`config.mk`:
```
export PLATFORM = sky130hd
export DESIGN_NAME = axil_ram_bist
export DESIGN_NICKNAME = d
export VERILOG_FILES = /design/src/rtl/axil_ram_bist_pkg.sv /design/src/rtl/axil_ram_bist_pattern.sv /design/src/rtl/axil_ram_bist.sv
export SDC_FILE = /design/constraint.sdc
export NUM_CORES = 1
export LEC_CHECK = 0
export CORE_MARGIN = 5
export CORE_UTILIZATION = 50
export CTS_BUF_LIST = sky130_fd_sc_hd__clkbuf_4 sky130_fd_sc_hd__clkbuf_8
export CTS_CLUSTER_DIAMETER = 200
export DETAILED_ROUTE_END_ITERATION = 8
export PLACE_DENSITY = 0.8
export SLEW_MARGIN = 20
export SYNTH_ARGS = -nofsm -noshare
export SYNTH_HDL_FRONTEND = slang
export SYNTH_SLANG_ARGS = --single-unit
```
`constraint.sdc`:
```
create_clock -name clk -period 9.41 [get_ports clk]
set_input_delay 0.941 -clock clk [delete_from_list [all_inputs] [get_ports clk]]
set_output_delay 0.941 -clock clk [all_outputs]
set_load 0.1 [all_outputs]
```
`src/rtl/axil_ram_bist_pkg.sv`:
```
// Shared types and AXI response codes for the AXI4-Lite RAM self-test master.
package axil_ram_bist_pkg;

    typedef enum logic [2:0] {
        IDLE,
        WR,
        WR_RESP,
        RD,
        RD_DATA,
        DONE
    } state_t;

    localparam logic [1:0] RESP_OKAY   = 2'b00;
    localparam logic [1:0] RESP_SLVERR = 2'b10;

endpackage

```
`src/rtl/axil_ram_bist_pattern.sv`:
```
// Pattern source for the RAM self-test: registered word address and index,
// combinational data word seed+k. Rewound between the write and read phases.
module axil_ram_bist_pattern #(
    parameter int DATA_WIDTH = 32,
    parameter int ADDR_WIDTH = 16,
    parameter int STRB_WIDTH = DATA_WIDTH/8,
    parameter int LEN_WIDTH  = ADDR_WIDTH
) (
    input  logic                  clk,
    input  logic                  rst,
    input  logic                  load,
    input  logic                  rewind,
    input  logic                  step,
    input  logic [ADDR_WIDTH-1:0] base,
    input  logic [DATA_WIDTH-1:0] seed,
    output logic [ADDR_WIDTH-1:0] addr,
    output logic [DATA_WIDTH-1:0] data,
    output logic [LEN_WIDTH-1:0]  idx
);

    logic [ADDR_WIDTH-1:0] base_q;
    logic [DATA_WIDTH-1:0] seed_q;
    logic [ADDR_WIDTH-1:0] base_aligned;

    assign base_aligned = base & ~ADDR_WIDTH'(STRB_WIDTH-1);
    assign data         = seed_q + DATA_WIDTH'(idx);

    always_ff @(posedge clk or posedge rst) begin
        if (rst) begin
            base_q <= '0;
            seed_q <= '0;
            addr   <= '0;
            idx    <= '0;
        end else if (load) begin
            base_q <= base_aligned;
            seed_q <= seed;
            addr   <= base_aligned;
            idx    <= '0;
        end else if (rewind) begin
            addr <= base_q;
            idx  <= '0;
        end else if (step) begin
            // address wraps naturally at the top of the byte address space
            addr <= addr + ADDR_WIDTH'(STRB_WIDTH);
            idx  <= idx + LEN_WIDTH'(1);
        end
    end

endmodule

```
`src/rtl/axil_ram_bist.sv`:
```
// AXI4-Lite master that writes seed+k over a word range, reads it back and
// reports pass/fail. Optional AXIL_RAM_BIST_ERR_COUNT_EN adds an error counter.
module axil_ram_bist
    import axil_ram_bist_pkg::*;
#(
    parameter int DATA_WIDTH = 32,
    parameter int ADDR_WIDTH = 16,
    parameter int STRB_WIDTH = DATA_WIDTH/8,
    parameter int LEN_WIDTH  = ADDR_WIDTH
) (
    input  logic                  clk,
    input  logic                  rst,
    input  logic                  start,
    input  logic [ADDR_WIDTH-1:0] cfg_base,
    input  logic [LEN_WIDTH-1:0]  cfg_len,
    input  logic [DATA_WIDTH-1:0] cfg_seed,
    output logic                  busy,
    output logic                  done,
    output logic                  pass,
    output logic [ADDR_WIDTH-1:0] err_addr,
`ifdef AXIL_RAM_BIST_ERR_COUNT_EN
    output logic [LEN_WIDTH-1:0]  err_count,
`endif
    output logic [ADDR_WIDTH-1:0] m_axil_awaddr,
    output logic [2:0]            m_axil_awprot,
    output logic                  m_axil_awvalid,
    input  logic                  m_axil_awready,
    output logic [DATA_WIDTH-1:0] m_axil_wdata,
    output logic [STRB_WIDTH-1:0] m_axil_wstrb,
    output logic                  m_axil_wvalid,
    input  logic                  m_axil_wready,
    input  logic [1:0]            m_axil_bresp,
    input  logic                  m_axil_bvalid,
    output logic                  m_axil_bready,
    output logic [ADDR_WIDTH-1:0] m_axil_araddr,
    output logic [2:0]            m_axil_arprot,
    output logic                  m_axil_arvalid,
    input  logic                  m_axil_arready,
    input  logic [DATA_WIDTH-1:0] m_axil_rdata,
    input  logic [1:0]            m_axil_rresp,
    input  logic                  m_axil_rvalid,
    output logic                  m_axil_rready
);

    state_t                state;
    logic [LEN_WIDTH-1:0]  len_q;
    logic                  err_flag;
    logic [ADDR_WIDTH-1:0] addr;
    logic [DATA_WIDTH-1:0] data;
    logic [LEN_WIDTH-1:0]  idx;
    logic                  last, load, rewind, step, b_hs, r_hs, miss;

    assign last   = (idx == len_q - LEN_WIDTH'(1));
    assign load   = (state == IDLE) && start;
    assign b_hs   = m_axil_bvalid && m_axil_bready;
    assign r_hs   = m_axil_rvalid && m_axil_rready;
    assign rewind = b_hs && last;
    assign step   = (b_hs || r_hs) && !last;
    assign miss   = (b_hs && (m_axil_bresp != RESP_OKAY)) ||
                    (r_hs && ((m_axil_rdata != data) || (m_axil_rresp != RESP_OKAY)));

    assign m_axil_awaddr = addr;
    assign m_axil_araddr = addr;
    assign m_axil_wdata  = data;
    assign m_axil_awprot = 3'b000;
    assign m_axil_arprot = 3'b000;
    assign m_axil_wstrb  = '1;

    axil_ram_bist_pattern #(
        .DATA_WIDTH(DATA_WIDTH),
        .ADDR_WIDTH(ADDR_WIDTH),
        .STRB_WIDTH(STRB_WIDTH),
        .LEN_WIDTH (LEN_WIDTH)
    ) u_pattern (
        .clk   (clk),
        .rst   (rst),
        .load  (load),
        .rewind(rewind),
        .step  (step),
        .base  (cfg_base),
        .seed  (cfg_seed),
        .addr  (addr),
        .data  (data),
        .idx   (idx)
    );

    always_ff @(posedge clk or posedge rst) begin
        if (rst) begin
            state          <= IDLE;
            busy           <= 1'b0;
            done           <= 1'b0;
            pass           <= 1'b0;
            err_addr       <= '0;
            err_flag       <= 1'b0;
            len_q          <= '0;
            m_axil_awvalid <= 1'b0;
            m_axil_wvalid  <= 1'b0;
            m_axil_bready  <= 1'b0;
            m_axil_arvalid <= 1'b0;
            m_axil_rready  <= 1'b0;
        end else begin
            done <= 1'b0;
            // only the first failure of a run is located
            if (miss) begin
                if (!err_flag) err_addr <= addr;
                err_flag <= 1'b1;
            end
            case (state)
                IDLE: if (start) begin
                    busy     <= 1'b1;
                    pass     <= 1'b0;
                    err_flag <= 1'b0;
                    len_q    <= cfg_len;
                    if (cfg_len == '0) begin
                        state <= DONE;
                    end else begin
                        state          <= WR;
                        m_axil_awvalid <= 1'b1;
                        m_axil_wvalid  <= 1'b1;
                    end
                end
                WR: begin
                    if (m_axil_awready) m_axil_awvalid <= 1'b0;
                    if (m_axil_wready)  m_axil_wvalid  <= 1'b0;
                    if ((!m_axil_awvalid || m_axil_awready) &&
                        (!m_axil_wvalid  || m_axil_wready)) begin
                        state         <= WR_RESP;
                        m_axil_bready <= 1'b1;
                    end
                end
                WR_RESP: if (m_axil_bvalid) begin
                    m_axil_bready <= 1'b0;
                    if (last) begin
                        state          <= RD;
                        m_axil_arvalid <= 1'b1;
                    end else begin
                        state          <= WR;
                        m_axil_awvalid <= 1'b1;
                        m_axil_wvalid  <= 1'b1;
                    end
                end
                RD: if (m_axil_arready) begin
                    state          <= RD_DATA;
                    m_axil_arvalid <= 1'b0;
                    m_axil_rready  <= 1'b1;
                end
                RD_DATA: if (m_axil_rvalid) begin
                    m_axil_rready <= 1'b0;
                    if (last) begin
                        state <= DONE;
                    end else begin
                        state          <= RD;
                        m_axil_arvalid <= 1'b1;
                    end
                end
                DONE: begin
                    state <= IDLE;
                    done  <= 1'b1;
                    pass  <= !err_flag;
                    busy  <= 1'b0;
                end
                default: state <= IDLE;
            endcase
        end
    end

`ifdef AXIL_RAM_BIST_ERR_COUNT_EN
    always_ff @(posedge clk or posedge rst) begin
        if (rst) begin
            err_count <= '0;
        end else if (load) begin
            err_count <= '0;
        end else if (miss && (err_count != '1)) begin
            err_count <= err_count + LEN_WIDTH'(1);
        end
    end
`endif

endmodule

```
==> impl_metrics.csv <==
group,metric,value,unit
synthesis,synth-edff-count,0,
timing,post-route-period-util,0.583,
timing,max_freq,182,MHz
run_status,status,"finished clean",
min_path,hold_path.class,"flip-flop to flip-flop",
placement,detailed_place_hpwl,21200,µm
floorplan,ios,206,
synthesis,ys_seq_area_frac,0.326,
floorplan,start_util,0.505,
setup_path,required,8.47,ns
power_and_ir_drop,swShare,0.608,
timing,finalHoldViolCount,0,
timing,worst_slew_pin_slew,1.15,ns
floorplan,core,0.0179,mm²
synthesis,synthAdderAreaFrac,0.0285,
floorplan,die_area,0.0209,mm²
setup_path,setup.worst_path.start_class,"flip-flop",
placement,gp_congestion,0.994,
setup_path,timing.rr.start,"u_pattern.idx[0]",
timing,relSlewSlack,0.234,
synthesis,synthXorXnorAreaFrac,0.0828,
setup_path,worst_path_most_repeated_cell,"a21oi_1",
floorplan,die_h,145,µm
power_and_ir_drop,power_frac_clock,0.096,
power_and_ir_drop,leakage,4.75,nW
finish,layout_common_cells,"nand2_1, clkdlybuf4s50_1, dfrtp_1",
detailed_routing,routed_wl,28900,µm
flow_run,cap_viol_max_count,0,
clock_network,clockRootBuffer,"clkbuf_8",
synthesis,syn-cell-area,0.00905,mm²
global_routing,grt.total_usage,0.273,
synthesis,muxShareOfSynthArea,0.0104,
detailed_routing,vias,9209,
power_and_ir_drop,peakVddDrop,0.000457,V
finish,layout-drive-gt1-share,0.0474,
finish,final_common_cell,"nand2_1",
timing,setup_viol,0,
setup_path,worstSetupStartpoint,"u_pattern.idx[6]",
global_routing,antenna_found_initial,0,
detailed_routing,wl_per_cell,19.1,µm
power_and_ir_drop,p_seq_frac,0.235,
placement,post_dp_cell_area,0.0108,mm²
finish,area_delta_synth_final,23.0,%
clock_network,cts_tree,"yes",
finish,layout.cells.non_filler,1515,
detailed_routing,drt_iter0_markers,751,
global_routing,first_global_vias,8751,
placement,portBuffers,187,
synthesis,synth_top_family_by_area,"simple AND/OR/NAND/NOR gates",
floorplan,row_count,49,
synthesis,ys_types,85,
clock_network,post_cts_resized,0,
detailed_routing,via_per_inst,6.08,
placement,pre_cts_slack,4.29,ns
timing,fin_crit,5.49,ns
power_and_ir_drop,internal_power,1.79,mW
min_path,min_from,"u_pattern.base_q[6]",
floorplan,die_w,145,µm
synthesis,synth-simple-area-share,0.279,
timing,finClkSkew,0.0172,ns
setup_path,worstSetupPathType,"flip-flop to primary output",
synthesis,synthFlopType,"dfrtp_1",
setup_path,crit_path_end_kind,"primary output",
detailed_routing,drc,0,
timing,maxSlewViolCount,0,
setup_path,critPathMaxStageDelay,1.17,ns
finish,design_area,0.0111,mm²
timing,worst_slack,3.92,ns
global_routing,grt_pass1_wl,45300,µm
timing,rsz0062_at_grt,"no",
detailed_routing,ant_nets,0,
clock_network,clk_path_buf_depth,2,
setup_path,critPathSlowestCell,"clkdlybuf4s50_1",
clock_network,clkLatencyLatePin,0.46,ns
synthesis,synthArstFlopShare,1.00,
setup_path,timing.critical_path.cells,"ha_1, a21oi_1, o21a_1, a21oi_1, nor2_1, o21ai_0, and3_1, xor2_1, clkdlybuf4s50_1",
setup_path,arrival,4.55,ns
synthesis,synth-compound-area-share,0.203,
power_and_ir_drop,power.switching,2.77,mW
clock_network,cts_setup_buffers,0,
clock_network,cts_buffers,17,
clock_network,cts-hold-fix-buffers,0,
synthesis,synth.avg_cell_area,7.88,µm²
global_routing,grt_max_degree,75,
placement,dp_cells,1483,
finish,antennaDiodeCount,0,
detailed_routing,dr.pass1.iters,5,
timing,setup_tns,0,ns
clock_network,htreeDepth,4,
power_and_ir_drop,power_frac_comb,0.669,
power_and_ir_drop,power_per_cell_area,409,mW/mm²
clock_network,cts_sinks,118,
global_routing,grt_overflow,0,
clock_network,clk_pin_slew,0.07,ns
synthesis,syn_inst,1148,
finish,layout.nets,1401,
synthesis,ys_warn_count,0,
synthesis,synth-seq-cells,118,
setup_path,critPathMaxFanout,10,
## per-layer routing
metal  global-route usage  vias to the layer above  part of all wire
li1                     -                     4312                 -
met1                0.375                     4426              0.43
met2                0.439                      429              0.47
met3               0.0552                       42             0.082
met4               0.0800                        0             0.018
met5                    0                        -                 0
## cell families (layout without fill, tap and decap cells)
kind of cell	Yosys count	after routing
simple gates	521	521
compound gates	277	277
flops	118	118
other cells	2	16
buf+inv	122	246
fa+ha+maj	20	20
mux	9	9
xor+xnor	79	79
## flip-flops by register name, summed over array words and instances, names as in the netlist, 3 cells and up
name,count
u_pattern.seed_q,32
len_q,16
u_pattern.idx,16
err_addr,14
u_pattern.addr,14
u_pattern.base_q,14
state,3
## final cells by class
cell class	instances	area, µm²
tap	229	287
timing repair buffer	191	1900
clock buffer	19	255
fill	1621	6770
sequential	118	2950
multi-input combinational	922	5540
inverter	23	88.8
clock inverter	13	108
## worst paths after layout
path	end	slack [ns]	cells past startpoint
hold reg to reg	u_pattern.base_q[6]	0.48	2
hold / removal	u_pattern.base_q[6]	0.48	2
setup / recovery	m_axil_wdata[29]	3.92	9
setup reg to reg	err_addr[11]	4.38	12
max in group asynchronous	done	7.14	3
min in group asynchronous	m_axil_awvalid	0.89	2
## power by group through the flow
stage	Clock (mW)	Combinational, mW	Sequential, mW
2_1_floorplan	0	2.02	1.40
3_3_place_gp	0	3.00	1.06
3_5_place_dp	0	3.04	1.06
4_1_cts	0.445	3.05	1.06
5_1_grt	0.468	3.22	1.10
6_report	0.437	3.05	1.07
## cells in the mapped netlist, types with 5 or more instances
library cell  count  share of area
xnor2_1          43          0.042
nand4_1          34          0.024
o22ai_1           5         0.0035
and2_1           12         0.0083
ha_1             19          0.026
o21ai_0          86          0.048
nor3_1           12         0.0066
nor2_1           39          0.016
nand2b_1         24          0.017
o211ai_1          9         0.0075
a21o_1           11         0.0091
xor2_1           32          0.031
mux2i_1           6         0.0066
nand2_1         272           0.11
nor2b_1           8         0.0055
dfrtp_1         118           0.33
a31oi_1          10         0.0069
nand3b_1          5         0.0041
o31ai_1           5         0.0041
clkbuf_1         44          0.018
o311ai_0         17          0.016
a21oi_1          53          0.029
a211oi_1          9         0.0075
o21a_1            6         0.0050
a2111oi_0         7         0.0068
buf_2            20          0.011
nor4_1           10         0.0069
nand3_1          42          0.023
o2111ai_1         5         0.0048
inv_1            23         0.0095
buf_4            32          0.027
and3_1           32          0.022
## stage by stage
step	total power, mW	util	hold WS (ns)
3_5_place_dp	4.10	0.601	0.462
6_report	4.55	0.622	0.481
5_1_grt	4.79	0.622	0.504
3_3_place_gp	4.06	0.601	0.453
2_1_floorplan	3.42	-	0.441
4_1_cts	4.55	0.622	0.480
## worst max-delay path, delay by kind of cell (launching register included)
kind	cells	cell delay [ns]
adders and majority gates	1	0.49
AOI/OAI and AO/OA	4	1.18
and+or+nand+nor	2	0.55
DFF	1	0.52
buffers and inverters	1	1.17
xor gates and xnor gates	1	0.19
Note: power is estimated with default switching activity, not from simulation.
